==> src/rtl/acc_pkg.sv <==
// ---------------------------------------------------------------------------
// acc_pkg
//   Shared types and constants for the accelerator memory subsystem.
//
//   halfword_t  - 16-bit word address into the shared frame memory
//   word_t      - 32-bit memory data word
//   arb_state_t - ownership state of the memory-port arbiter
//   IMG_W / IMG_H / WORDS_PER_ROW - frame geometry (CIF, 4 pixels per word)
//   STALL_MAX   - saturation value of the optional stall counter
//
//   The optional stall counter is built only when the macro
//   ACC_ARB_PERF_EN is defined.
// ---------------------------------------------------------------------------
package acc_pkg;

   localparam int IMG_W         = 352;
   localparam int IMG_H         = 288;
   localparam int WORDS_PER_ROW = 88;

   typedef logic [15:0] halfword_t;
   typedef logic [31:0] word_t;

   typedef enum logic [1:0] {
      IDLE   = 2'd0,
      OWN_RD = 2'd1,
      OWN_WR = 2'd2
   } arb_state_t;

   localparam logic [15:0] STALL_MAX = 16'hFFFF;

endpackage : acc_pkg

==> src/rtl/acc_arb_perf.sv <==
// ---------------------------------------------------------------------------
// acc_arb_perf
//   Stall counter for the memory-port arbiter. Counts every cycle in which
//   at least one requester is asking for the port but is not granted.
//   Saturates at 16'hFFFF and clears on reset. Instantiated by acc_mem_arb
//   only when ACC_ARB_PERF_EN is defined.
//
//   Ports
//     clk       in   clock, rising edge
//     reset     in   synchronous active-high reset
//     rd_req    in   read requester is asking
//     rd_gnt    in   read requester granted this cycle
//     wr_req    in   write requester is asking
//     wr_gnt    in   write requester granted this cycle
//     stall_cnt out  stall cycle count (16 bits, saturating)
// ---------------------------------------------------------------------------
module acc_arb_perf
   import acc_pkg::*;
(
   input  logic        clk,
   input  logic        reset,
   input  logic        rd_req,
   input  logic        rd_gnt,
   input  logic        wr_req,
   input  logic        wr_gnt,
   output logic [15:0] stall_cnt
);

   logic [15:0] stall_reg;
   logic        stalled;

   // A cycle counts once even if both sides happen to be waiting.
   assign stalled = (rd_req & ~rd_gnt) | (wr_req & ~wr_gnt);

   always_ff @(posedge clk) begin
      if (reset) begin
         stall_reg <= '0;
      end else if (stalled && (stall_reg != STALL_MAX)) begin
         stall_reg <= stall_reg + 16'd1;
      end
   end

   assign stall_cnt = stall_reg;

endmodule : acc_arb_perf

==> src/rtl/acc_mem_arb.sv <==
// ---------------------------------------------------------------------------
// acc_mem_arb
//   Two-requester arbiter (one reader, one writer) in front of a single
//   synchronous memory port. The current owner keeps the port while it
//   requests, for at most MAX_BURST consecutive grants while the other side
//   waits; after that the waiting side takes over. From IDLE, read wins a
//   simultaneous request. Grants and the memory port signals are
//   combinational (zero added latency); read data comes back one cycle
//   after the read grant on rd_data/rd_valid.
//
//   Parameters
//     MAX_BURST  max consecutive grants to one side while the other waits
//
//   Ports
//     clk, reset         clock and synchronous active-high reset
//     rd_req/rd_addr     read request and word address
//     rd_gnt             read accepted this cycle
//     rd_valid/rd_data   read data for the previous cycle's read grant
//     wr_req/wr_addr/wr_data  write request, word address and data
//     wr_gnt             write accepted this cycle
//     addr/dataW/en/we   memory port outputs (all zero when idle)
//     dataR              memory read data (valid one cycle after en & ~we)
//     stall_cnt          only with ACC_ARB_PERF_EN: stall cycle counter
// ---------------------------------------------------------------------------
module acc_mem_arb
   import acc_pkg::*;
#(
   parameter int MAX_BURST = 4
) (
   input  logic        clk,
   input  logic        reset,
   // read requester
   input  logic        rd_req,
   input  halfword_t   rd_addr,
   output logic        rd_gnt,
   output logic        rd_valid,
   output word_t       rd_data,
   // write requester
   input  logic        wr_req,
   input  halfword_t   wr_addr,
   input  word_t       wr_data,
   output logic        wr_gnt,
   // shared memory port
   output halfword_t   addr,
   input  word_t       dataR,
   output word_t       dataW,
   output logic        en,
   output logic        we
`ifdef ACC_ARB_PERF_EN
   ,
   output logic [15:0] stall_cnt
`endif
);

   localparam int               CNT_W     = $clog2(MAX_BURST + 1);
   localparam logic [CNT_W-1:0] BURST_MAX = CNT_W'(MAX_BURST);
   localparam logic [CNT_W-1:0] BURST_ONE = CNT_W'(1);

   arb_state_t       state_reg;
   arb_state_t       state_next;
   logic [CNT_W-1:0] burst_reg;
   logic [CNT_W-1:0] burst_next;
   logic [CNT_W-1:0] burst_inc;
   logic             burst_full;
   logic             rd_valid_reg;
   logic             pick_rd;
   logic             pick_wr;

   assign burst_full = (burst_reg == BURST_MAX);
   // Saturating increment: an unopposed owner may run past MAX_BURST.
   assign burst_inc  = burst_full ? burst_reg : burst_reg + BURST_ONE;

   // Grant decision. The owner yields only when it stops requesting, or when
   // it has used up its burst and the other side is waiting; in both cases
   // the other side is granted in the same cycle, so no idle cycle appears.
   always_comb begin
      pick_rd = 1'b0;
      pick_wr = 1'b0;
      case (state_reg)
         OWN_RD: begin
            if (rd_req && !(wr_req && burst_full)) begin
               pick_rd = 1'b1;
            end else if (wr_req) begin
               pick_wr = 1'b1;
            end
         end
         OWN_WR: begin
            if (wr_req && !(rd_req && burst_full)) begin
               pick_wr = 1'b1;
            end else if (rd_req) begin
               pick_rd = 1'b1;
            end
         end
         default: begin
            // IDLE (and any unreachable encoding): read has priority.
            if (rd_req) begin
               pick_rd = 1'b1;
            end else if (wr_req) begin
               pick_wr = 1'b1;
            end
         end
      endcase
   end

   // Next ownership and burst length follow directly from who was granted.
   always_comb begin
      state_next = IDLE;
      burst_next = '0;
      if (pick_rd) begin
         state_next = OWN_RD;
         burst_next = (state_reg == OWN_RD) ? burst_inc : BURST_ONE;
      end else if (pick_wr) begin
         state_next = OWN_WR;
         burst_next = (state_reg == OWN_WR) ? burst_inc : BURST_ONE;
      end
   end

   // State register. A read picked in a reset cycle never produces rd_valid
   // because the reset branch overrides the capture.
   always_ff @(posedge clk) begin
      if (reset) begin
         state_reg    <= IDLE;
         burst_reg    <= '0;
         rd_valid_reg <= 1'b0;
      end else begin
         state_reg    <= state_next;
         burst_reg    <= burst_next;
         rd_valid_reg <= pick_rd;
      end
   end

   // Grants are masked by reset so the port stays quiet for the whole
   // reset cycle, not just after the clock edge.
   assign rd_gnt   = pick_rd & ~reset;
   assign wr_gnt   = pick_wr & ~reset;

   assign en       = rd_gnt | wr_gnt;
   assign we       = wr_gnt;
   assign addr     = wr_gnt ? wr_addr : (rd_gnt ? rd_addr : '0);
   assign dataW    = wr_gnt ? wr_data : '0;

   assign rd_valid = rd_valid_reg & ~reset;
   assign rd_data  = rd_valid ? dataR : '0;

`ifdef ACC_ARB_PERF_EN
   acc_arb_perf u_perf (
      .clk       (clk),
      .reset     (reset),
      .rd_req    (rd_req),
      .rd_gnt    (rd_gnt),
      .wr_req    (wr_req),
      .wr_gnt    (wr_gnt),
      .stall_cnt (stall_cnt)
   );
`endif

endmodule : acc_mem_arb

==> config.mk <==
export PLATFORM = sky130hd
export DESIGN_NAME = acc_mem_arb
export DESIGN_NICKNAME = d
export VERILOG_FILES = /design/src/rtl/acc_pkg.sv /design/src/rtl/acc_arb_perf.sv /design/src/rtl/acc_mem_arb.sv
export SDC_FILE = /design/constraint.sdc
export NUM_CORES = 1
export LEC_CHECK = 0
export ABC_AREA = 0
export CORE_ASPECT_RATIO = 0.6
export CORE_UTILIZATION = 22
export DETAILED_ROUTE_END_ITERATION = 12
export PLACE_DENSITY = 0.86
export SYNTH_ARGS = -nofsm -noshare
export SYNTH_HDL_FRONTEND = slang
export SYNTH_SLANG_ARGS = --single-unit
==> constraint.sdc <==
create_clock -name clk -period 7.1 [get_ports clk]
set_input_delay 1.42 -clock clk [delete_from_list [all_inputs] [get_ports clk]]
set_output_delay 1.42 -clock clk [all_outputs]
set_load 0.05 [all_outputs]
==> impl_metrics.toml <==
[sta]
timing.hold.ws_ps = 534
drv_slew = 0
fin_crit_ps = 5660
setup_viol = 0
hold_viol_final = 0
fin_setup_tns_ps = 0
slew_headroom_pct = 50.0
fin_skew_ps = 2.33
period_share_pct = 79.7
max_freq_mhz = 177
rsz0062_at_grt = "false"
tightest_slew_ps = 750

[global_route]
track_usage_pct = 18.4
grt_overflow_total = 0
first_global_vias = 1523
grt_max_degree = 34
antenna_found_initial = 0
grt_pass1_wl_mm = 7.22

[cells_and_area]
fin_nets = 423
fill_cells = 356
regArea_um2 = 100
post-route-util_pct = 68.7
multiInputGateArea_um2 = 842
final_common_cell = "clkdlybuf4s50_1"
fin_cells = 378
drive_gt1_share_pct = 4.09
insertedDiodeCount = 0
largest_register_ffs = 3
layout_common_cells = "clkdlybuf4s50_1 (184), and2_1 (65), a22o_1 (16)"
area_growth_pct = 189

[route]
via_per_inst = 4.21
vias = 1591
routed_wl_mm = 4.84
drcViolationCount = 0
avgRoutedWirePerCell_um = 12.8
drtPass1Iterations = 4
drtIter0Drc = 39
ant_nets = 0

[cts]
clock-sinks = 5
htree_num_levels = 1
ctsHoldBuffers = 0
cts.clk_slew.worst_paths_ps = 40
numCtsBuffers = 3
post_cts_buffers = 0
root_buffer = "clkbuf_8"
clock_latency_ps = 220
postCtsResizedCells = 0
clockBufferDepth = 2
cts_tree = "done"

[floorplanning]
ios = 185
die_h_um = 54.7
core_um2 = 4280
die_w_um = 89.8
dieArea_um2 = 4910
initial_core_util_pct = 23.8
rows = 18

[logic_synthesis]
netlist.area_leader.share_pct = 40.0
ys_types = 29
netlist_area_um2 = 1020
syn_area_per_cell_um2 = 7.32
yosysTopAreaCell = "and2_1"
syn_inst = 139
synth_warnings = 0
yosysSeqAreaShare_pct = 9.84
ys_ff_latch = 5
ys_top_cells_by_area = "and2_1 (40%), a22o_1 (14%), dfxtp_1 (9.8%), ha_1 (4.9%), a311oi_4 (2.6%)"
syn_nets = 243

[worst_setup_path]
critical_path.max_stage_delay_ps = 800
critPathMostFrequentCell = "clkdlybuf4s50_1"
slowest_stage = "clkdlybuf4s50_1"
critPathMaxFanout = 33
r2r_cells = 6
path_buf_inv = 3
r2r-end = "burst_reg[0]$_SDFF_PP0_"
r2r_slack_ps = 5040
cp_num_cells = 6
critical_path.top_delay_family = "buffers and inverters"
crit_path_start = "reset"
crit_path_end = "addr[5]"
cp-start-kind = "input pin"
worstSetupEndpointType = "primary output"
worst_ep_arrival_time_ps = 4240
path_cells = "clkdlybuf4s50_1, and4b_1, and3_1, buf_4, a22o_1, clkdlybuf4s50_1"
crit_required_ps = 5680
timing.rr.start = "state_reg[1]$_SDFF_PP0_"
crit_type = "input pin to primary output"

[placed_design]
gp_congestion = 0.885
placed_cells = 374
post-dp-hpwl_mm = 4.14
port_buffers = 184

[power]
vdd_drop_max_mv = 0.0508
power_w = 0.000273
leakage_nw = 1.12
power.density_nw_per_um2 = 92.9

[hold_path]
min_path_type = "flop to flop"

[status]
status = "complete, no violations"

[flow_run]
drv_cap = 0
==> per-layer routing <==
metal / up-vias / share of wire, % / global-route usage [%]
met5: - / 0 / 0
met4: 0 / 0.39 / 3.28
met3: 2 / 9.2 / 5.14
met2: 82 / 49 / 36.4
met1: 684 / 41 / 20.8
li1: 823 / - / -
==> tightest hold or removal path, stage by stage, from the launching register on <==
cell,delay [ps]
dfxtp_1,320
nand3_1,80
a221oi_1,70
==> logic make-up after synthesis <==
| group | synth area share, % |
|---|---|
| AO/OA/AOI/OAI | 24.4 |
| flip-flops | 9.84 |
| AND/OR/NAND/NOR | 52.6 |
| buffers and inverters | 7.38 |
| XOR/XNOR | 0.861 |
| adder cells (fa/ha/maj) | 4.92 |
==> power breakdown <==
| group | switching (W) | internal, W | leakage [nW] |
|---|---|---|---|
| clock | 0.0000143 | 0.0000386 | 0.0228 |
| combinational | 0.0000965 | 0.0000931 | 1.05 |
| sequential | 0.000000941 | 0.0000296 | 0.0408 |
==> synth_stat cells <==
library cell,count
and2_1,65
a22o_1,16
clkbuf_1,6
nand2_1,6
dfxtp_1,5
inv_1,5
nor2_1,5
ha_1,4
buf_2,3
nand3_1,3
and3_1,2
o21ai_0,2
a2111oi_0,1
a211oi_1,1
a21boi_2,1
a221oi_1,1
a311oi_4,1
a31o_2,1
and3_4,1
and4b_1,1
buf_4,1
buf_6,1
nand2b_1,1
nand2b_2,1
o311ai_4,1
or2_1,1
or2_2,1
or3_4,1
xnor2_1,1
==> cell type report <==
cell class                 count  area share [%]
clock buffer                   4            1.53
timing repair buffer         186            63.2
inverter                       5           0.639
sequential                     5            3.41
multi-input combinational    118            28.7
tap                           60            2.56
==> how the worst min path moves through the flow <==
| stage | startpoint | to | slack, ps | cells past startpoint |
|---|---|---|---|---|
| 4_1_cts | burst_reg[1]$_SDFF_PP0_ | burst_reg[1]$_SDFF_PP0_ | 540 | 2 |
| 5_1_grt | burst_reg[1]$_SDFF_PP0_ | burst_reg[1]$_SDFF_PP0_ | 560 | 2 |
| 3_5_place_dp | burst_reg[1]$_SDFF_PP0_ | burst_reg[1]$_SDFF_PP0_ | 530 | 2 |
| 6_report | burst_reg[1]$_SDFF_PP0_ | burst_reg[1]$_SDFF_PP0_ | 530 | 2 |
| 2_1_floorplan | burst_reg[1]$_SDFF_PP0_ | burst_reg[1]$_SDFF_PP0_ | 480 | 2 |
| 3_3_place_gp | burst_reg[1]$_SDFF_PP0_ | burst_reg[1]$_SDFF_PP0_ | 520 | 2 |
==> through the flow <==
| stage | setup WS, ps | instance area, um^2 |
|---|---|---|
| after CTS | 1440 | 2940 |
| after floorplan | 2650 | 1020 |
| after detailed placement | 1440 | 2890 |
| final | 1440 | 2940 |
| after global placement | 1530 | 2890 |
| after global routing | 1220 | 2940 |
(Power assumes the default switching activity.)
